## config.mk

```make
export PLATFORM = sky130hd
export DESIGN_NAME = decoder_seq
export DESIGN_NICKNAME = d
export VERILOG_FILES = /design/src/rtl/decoder_seq.sv
export SDC_FILE = /design/constraint.sdc
export NUM_CORES = 1
export LEC_CHECK = 0
export CAP_MARGIN = 0
export CORE_MARGIN = 5
export CORE_UTILIZATION = 40
export CTS_CLUSTER_DIAMETER = 80
export DETAILED_ROUTE_END_ITERATION = 8
export PLACE_DENSITY_LB_ADDON = 0.3
export SETUP_SLACK_MARGIN = 0.5
export SLEW_MARGIN = 20
export SYNTH_ARGS = -nofsm -noshare
export SYNTH_HDL_FRONTEND = slang
export SYNTH_SLANG_ARGS = --single-unit
```

## constraint.sdc

```tcl
create_clock -name clk -period 1.79 [get_ports clk]
set_input_delay 0.179 -clock clk [delete_from_list [all_inputs] [get_ports clk]]
set_output_delay 0.179 -clock clk [all_outputs]
set_load 0.1 [all_outputs]
```

## src/rtl/decoder_seq.sv

```systemverilog
// Registered one-hot decoder with a one-entry valid/ready output stage.
// Optional automatic code sweep is compiled in with DECODER_SEQ_SCAN_EN.
module decoder_seq #(
  parameter int IN_W       = 3,
  parameter bit ACTIVE_LOW = 1'b0
) (
  input  logic                   clk,
  input  logic                   rst_n,
  input  logic                   in_valid,
  output logic                   in_ready,
  input  logic [IN_W-1:0]        in_code,
  input  logic                   enable,
  output logic                   out_valid,
  input  logic                   out_ready,
  output logic [(1<<IN_W)-1:0]   d,
  output logic [IN_W-1:0]        out_code
`ifdef DECODER_SEQ_SCAN_EN
  ,
  input  logic                   scan_start,
  output logic                   scan_busy
`endif
);

  localparam int OUT_W = 1 << IN_W;
  localparam logic [OUT_W-1:0] INACTIVE = {OUT_W{ACTIVE_LOW}};
  localparam logic [IN_W-1:0]  MAX_CODE = {IN_W{1'b1}};

  function automatic logic [OUT_W-1:0] decode(input logic [IN_W-1:0] code, input logic en);
    logic [OUT_W-1:0] hot;
    hot = en ? (OUT_W'(1) << code) : '0;
    return ACTIVE_LOW ? ~hot : hot;
  endfunction

  logic slot_free;
  logic complete;
  logic accept;

  assign slot_free = !out_valid || out_ready;
  assign complete  = out_valid && out_ready;
  assign accept    = in_valid && in_ready;

`ifdef DECODER_SEQ_SCAN_EN
  typedef enum logic {IDLE, SCAN} state_t;

  state_t          state;
  logic [IN_W-1:0] cnt;
  logic [IN_W-1:0] cnt_next;
  logic            scan_go;

  assign cnt_next  = cnt + IN_W'(1);
  // A sweep may only start once the output slot is free; it then owns the port.
  assign scan_go   = (state == IDLE) && scan_start && slot_free;
  assign in_ready  = (state == IDLE) && slot_free && !scan_start;
  assign scan_busy = (state == SCAN);

  always_ff @(posedge clk or negedge rst_n) begin
    if (!rst_n) begin
      state     <= IDLE;
      cnt       <= '0;
      out_valid <= 1'b0;
      d         <= INACTIVE;
      out_code  <= '0;
    end else begin
      case (state)
        IDLE: begin
          if (scan_go) begin
            state     <= SCAN;
            cnt       <= '0;
            out_valid <= 1'b1;
            d         <= decode('0, 1'b1);
            out_code  <= '0;
          end else if (accept) begin
            out_valid <= 1'b1;
            d         <= decode(in_code, enable);
            out_code  <= in_code;
          end else if (complete) begin
            out_valid <= 1'b0;
          end
        end
        SCAN: begin
          // cnt always names the code currently held in the output register.
          if (complete) begin
            if (cnt == MAX_CODE) begin
              state     <= IDLE;
              cnt       <= '0;
              out_valid <= 1'b0;
            end else begin
              cnt       <= cnt_next;
              out_valid <= 1'b1;
              d         <= decode(cnt_next, 1'b1);
              out_code  <= cnt_next;
            end
          end
        end
        default: state <= IDLE;
      endcase
    end
  end
`else
  assign in_ready = slot_free;

  always_ff @(posedge clk or negedge rst_n) begin
    if (!rst_n) begin
      out_valid <= 1'b0;
      d         <= INACTIVE;
      out_code  <= '0;
    end else if (accept) begin
      out_valid <= 1'b1;
      d         <= decode(in_code, enable);
      out_code  <= in_code;
    end else if (complete) begin
      out_valid <= 1'b0;
    end
  end
`endif

endmodule

```

==> results.json, run 1 <==
{
  "layout-drive-gt1-share": 0.492,
  "grt_pass1_vias": 358,
  "hold_class": "primary input to asynchronous set/reset pin",
  "rr_worst_depth": 3,
  "die-area_um2": 2290,
  "finalHoldViolCount": 0,
  "wl_per_cell_um": 12.6,
  "die_y_um": 47.9,
  "max_freq_mhz": 819,
  "postCtsHoldBufs": 0,
  "min_period_ns": 1.22,
  "routed_wl_um": 979,
  "grt_overflow": 0,
  "drv_slew": 0,
  "numCtsBuffers": 3,
  "antenna_found_initial": 0,
  "via_per_inst": 4.55,
  "fin_crit_sh": 0.683,
  "p_per_area_nw_per_um2": 1010,
  "synth_top_area_share": 0.524,
  "num_io_pins": 21,
  "clk_latency_ns": 0.27,
  "regToRegSetupSlack_ns": 0.61,
  "post_cts_resized": 0,
  "worst_setup_path_start_kind": "flip-flop",
  "drtPass1Iterations": 4,
  "hpwl_um": 759,
  "die_w_um": 47.9,
  "hold_ws_ns": 0.244,
  "vias": 355,
  "start_util": 0.430,
  "fin_skew_ns": 0.00615,
  "coreArea_um2": 1330,
  "grt_max_degree": 13,
  "critical_path_class": "flip-flop to output port",
  "outcome": "finished, final reports clean",
  "yosysSeqAreaShare": 0.524,
  "cp.arrival_ns": 1.04,
  "worst_pin_slew_ns": 0.512,
  "nets": 72,
  "track_usage": 0.101,
  "drc": 0,
  "syn-instance-count": 40,
  "finalSetupViolCount": 0,
  "r2r-end": "d[1]",
  "rsz0062_at_grt": "false",
  "cts_tree": "built",
  "syn2layout_area_growth_pct": 38.2,
  "htreeDepth": 1,
  "path_max_fanout": 3,
  "io_buffers": 20,
  "irDropWorstVdd_mv": 0.565,
  "clock-sinks": 12,
  "fin_setup_tns_ns": 0,
  "cts_setup_buffers": 0,
  "multi_input_area_um2": 253,
  "synth_nets": 48,
  "seqCellArea_um2": 304,
  "maxCapViolCount": 0,
  "ys_types": 11,
  "placementRows": 13,
  "critPathRequiredTime_ns": 1.61,
  "netlist_top_cells_area": "dfrtp_1 (52%), mux2_4 (26%), nor2_1 (3.9%)",
  "critPathLaunch": "out_valid",
  "place_congestion": 0.791,
  "mappedNetlistArea_um2": 573,
  "synth_seq_cells": 12,
  "drtAntennaViolNets": 0,
  "drt_iter0_drc": 4,
  "clk_path_buf_depth": 2,
  "p_leak_nw": 0.407,
  "synth_warnings": 0,
  "root_buffer": "clkbuf_4",
  "num-fill-cells": 130,
  "num_antenna_cells": 0,
  "slew_headroom": 0.658,
  "clkSlewWorstSetupHoldPaths_ns": 0.08,
  "end_kind": "output port",
  "syn_area_per_cell_um2": 14.3,
  "r2r-start": "out_valid",
  "grt_pass1_wl_um": 1570,
  "synth_top_area_cell": "dfrtp_1"
}
==> cell type report <==
cell class	instances	share of cell area
Tap cell	15	0.0237
Clock buffer	4	0.0458
Timing Repair Buffer	20	0.227
Sequential cell	12	0.384
Multi-Input combinational cell	27	0.319
==> layout by cell type (no fill, tap or decap), types with 2 or more instances in the layout <==
| master | n |
|---|---|
| nand2_1 | 2 |
| nor2_1 | 6 |
| clkbuf_4 | 3 |
| mux2_4 | 10 |
| clkdlybuf4s50_1 | 7 |
| nor3_1 | 2 |
| buf_4 | 12 |
| dfrtp_1 | 11 |
| nand2b_1 | 3 |
==> state kept, by name (all words and copies together), names as in the netlist <==
signal     flops
d              8
out_code       3
out_valid      1
==> critical path, cell delays in order, from the launching register on <==
cell and delay, ns:
dfrtp_4 0.49, nand2b_4 0.11, buf_12 0.18
==> per-stage QoR <==
stage / util / instance area [µm²] / worst slack, ns / power (mW) / instances
floorplan: - / 577 / 0.195 / 0.529 / 40
global placement: 0.567 / 756 / 0.385 / 0.596 / 74
detailed placement: 0.567 / 756 / 0.366 / 0.597 / 74
CTS: 0.594 / 792 / 0.555 / 0.811 / 78
global route: 0.594 / 792 / 0.535 / 0.833 / 78
finish: 0.594 / 792 / 0.568 / 0.798 / 78
==> where the power goes <==
part / total, mW / switching (mW) / leakage (nW) / internal, mW
Clock: 0.210 / 0.0860 / 0.0210 / 0.124
Combinational: 0.286 / 0.204 / 0.231 / 0.0813
Sequential: 0.303 / 0.0113 / 0.155 / 0.292
==> Yosys cell counts (all sizes together) <==
master / number
mux2: 11
nor2: 6
dfrtp: 12
nand2: 3
buf: 1
or2b: 1
nand2b: 4
nor3: 2
==> cells by family (layout without fill, tap and decap cells) <==
kind of cell,count (synthesis),in the layout,synth area share
mux,11,11,0.282
buf+inv,1,24,0.0349
flops,12,12,0.524
simple gates,16,16,0.159
==> worst max path at each step <==
stage | end | slack [ns] | depth (start not counted)
floorplan | d[1] | 0.19 | 4
global placement | d[0] | 0.39 | 4
detailed placement | d[0] | 0.37 | 4
CTS | in_ready | 0.56 | 2
global route | in_ready | 0.53 | 2
finish | in_ready | 0.57 | 2
==> layer usage <==
metal	share of wire	track usage
met1	0.43	0.120
met2	0.46	0.161
met3	0.11	0.0602
met4	0	0.0161
met5	0	0
Power figures use the tool's default switching activity.
==> inputs of run 2 (changes only) <==
==> constraint.sdc (replaced) <==
create_clock -name clk -period 1.25 [get_ports clk]
set_input_delay 0.125 -clock clk [delete_from_list [all_inputs] [get_ports clk]]
set_output_delay 0.125 -clock clk [all_outputs]
set_load 0.1 [all_outputs]
==> run 2 against run 1 <==
Against the previous run: the run now ends with negative setup slack left; flip-flop and latch count unchanged; clock skew down 0.0029 ns; critical path depth up 1; largest power group is now combinational cells; clock-buffer cell count down 1; largest cell class is now non-clock buffers; die area unchanged; global-route usage up 6.1 points; power up 55%; sequential power up 54%.
==> results.json, run 2 (synthesized netlist as in run 1, its figures left out) <==
{
  "outcome": "finished, violations left",
  "violations": "negative setup slack",
  "fin_skew_ns": 0.00322,
  "critical_path_class": "flip-flop to output port",
  "irDropWorstVdd_mv": 0.977,
  "regToRegSetupSlack_ns": 0.01,
  "fin_crit_sh": 1.00,
  "clk_latency_ns": 0.27,
  "mostFrequentLayoutCell": "buf_12",
  "drtPass1Iterations": 2,
  "worstPathCellList": "nand2b_4 > buf_6 > buf_12",
  "numCtsBuffers": 3,
  "placedCellCount": 76,
  "hpwl_um": 902,
  "vias": 427,
  "clock-sinks": 12,
  "slowest_stage": "dfrtp_4",
  "syn2layout_area_growth_pct": 85.4,
  "clk_path_buf_depth": 2,
  "io_buffers": 20,
  "power_mw": 1.24,
  "grt_max_degree": 13,
  "clkSlewWorstSetupHoldPaths_ns": 0.07,
  "grt_overflow": 0,
  "die_y_um": 47.9,
  "htreeDepth": 1,
  "die-area_um2": 2290,
  "drc": 0,
  "track_usage": 0.162,
  "layout-drive-gt1-share": 0.704,
  "finalHoldViolCount": 0,
  "p_leak_nw": 0.468,
  "reg_top3": "d (8), out_code (3), out_valid (1)",
  "maxCapViolCount": 0,
  "worst_pin_slew_ns": 0.415,
  "largest_reg_flops": 8,
  "rsz0062_at_grt": "true",
  "num_io_pins": 21,
  "critPathRequiredTime_ns": 1.12,
  "placementRows": 13,
  "max_flop_register": "d",
  "num-fill-cells": 82,
  "end_kind": "output port",
  "grt_pass1_vias": 477,
  "fin_cells": 86,
  "path_max_fanout": 3,
  "grt_pass1_wl_um": 2410,
  "finalSetupViolCount": 1,
  "mostFrequentLayoutCells": "buf_12 (13), dfrtp_4 (12), mux2_4 (10)",
  "cpLargestDelayFamily": "flip-flops",
  "drtAntennaViolNets": 0,
  "path_buf_inv": 2,
  "slowest_delay_ns": 0.49,
  "start_util": 0.430,
  "min_period_ns": 1.25,
  "r2r-start": "out_valid",
  "drv_slew": 0,
  "nets": 81,
  "slew_headroom": 0.723,
  "routed_wl_um": 1330,
  "r2r-end": "d[3]",
  "die_w_um": 47.9,
  "max_freq_mhz": 797,
  "place_congestion": 0.713,
  "wl_per_cell_um": 15.4,
  "hold_class": "primary input to asynchronous set/reset pin",
  "drt_iter0_drc": 3,
  "worst_setup_path_start_kind": "flip-flop",
  "postCtsHoldBufs": 0,
  "coreArea_um2": 1330,
  "p_per_area_nw_per_um2": 1160,
  "worst-path-stages": 3,
  "cp.arrival_ns": 1.13,
  "rr_worst_depth": 4,
  "fin_ws_ns": -0.00425,
  "num_antenna_cells": 0,
  "root_buffer": "clkbuf_4",
  "antenna_found_initial": 0,
  "cts_tree": "built",
  "via_per_inst": 4.97
}
## run 2: timing repair
action | 4_1_cts | 5_1_grt
gates resized for setup | 2 | 1
setup buffers | 5 | 1
endpoints found under the setup margin | 25 | 25
cloned | 1 | 0
hold endpoints to repair | 0 | 0
## run 2: through the flow
step / utilization / instance area (µm²) / hold slack, ns / TNS, ns / setup slack [ns]
after floorplan: - / 618 / -0.171 / -3.75 / -0.345
after global placement: 0.721 / 962 / 0.439 / -0.567 / -0.0811
after detailed placement: 0.721 / 962 / 0.444 / -0.732 / -0.0998
after CTS: 0.784 / 1050 / 0.160 / 0 / 0.00708
after global routing: 0.796 / 1060 / 0.163 / -0.296 / -0.0529
final: 0.796 / 1060 / 0.152 / -0.00425 / -0.00425
## run 2: area by class of cell
class / instances / area (µm²) / area share
Multi-Input combinational cell: 28 / 282 / 0.265
Clock buffer: 3 / 22.5 / 0.0212
Timing Repair Buffer: 28 / 394 / 0.371
Sequential cell: 12 / 345 / 0.325
Tap cell: 15 / 18.8 / 0.0177
## run 2: layer usage
metal	track usage	wire, µm	up-vias
met5	0	0	-
met4	0.102	68	0
met3	0.0301	88	7
met2	0.248	673	20
met1	0.210	495	202
li1	-	-	198
## run 2: power by group
part           switching (mW)  internal (mW)  total (mW)
clock                   0.123          0.112       0.234
sequential             0.0324          0.436       0.468
combinational           0.314          0.220       0.534
total                   0.469          0.767        1.24
## run 2: how the worst max path moves through the flow
| stage | endpoint | slack [ns] | start |
|---|---|---|---|
| final | in_ready | -0.004 | out_valid |
| after CTS | in_ready | 0.007 | out_valid |
| after detailed placement | d[0] | -0.1 | out_ready |
| after floorplan | d[1] | -0.34 | out_valid |
| after global routing | in_ready | -0.05 | out_valid |
| after global placement | d[0] | -0.08 | out_ready |
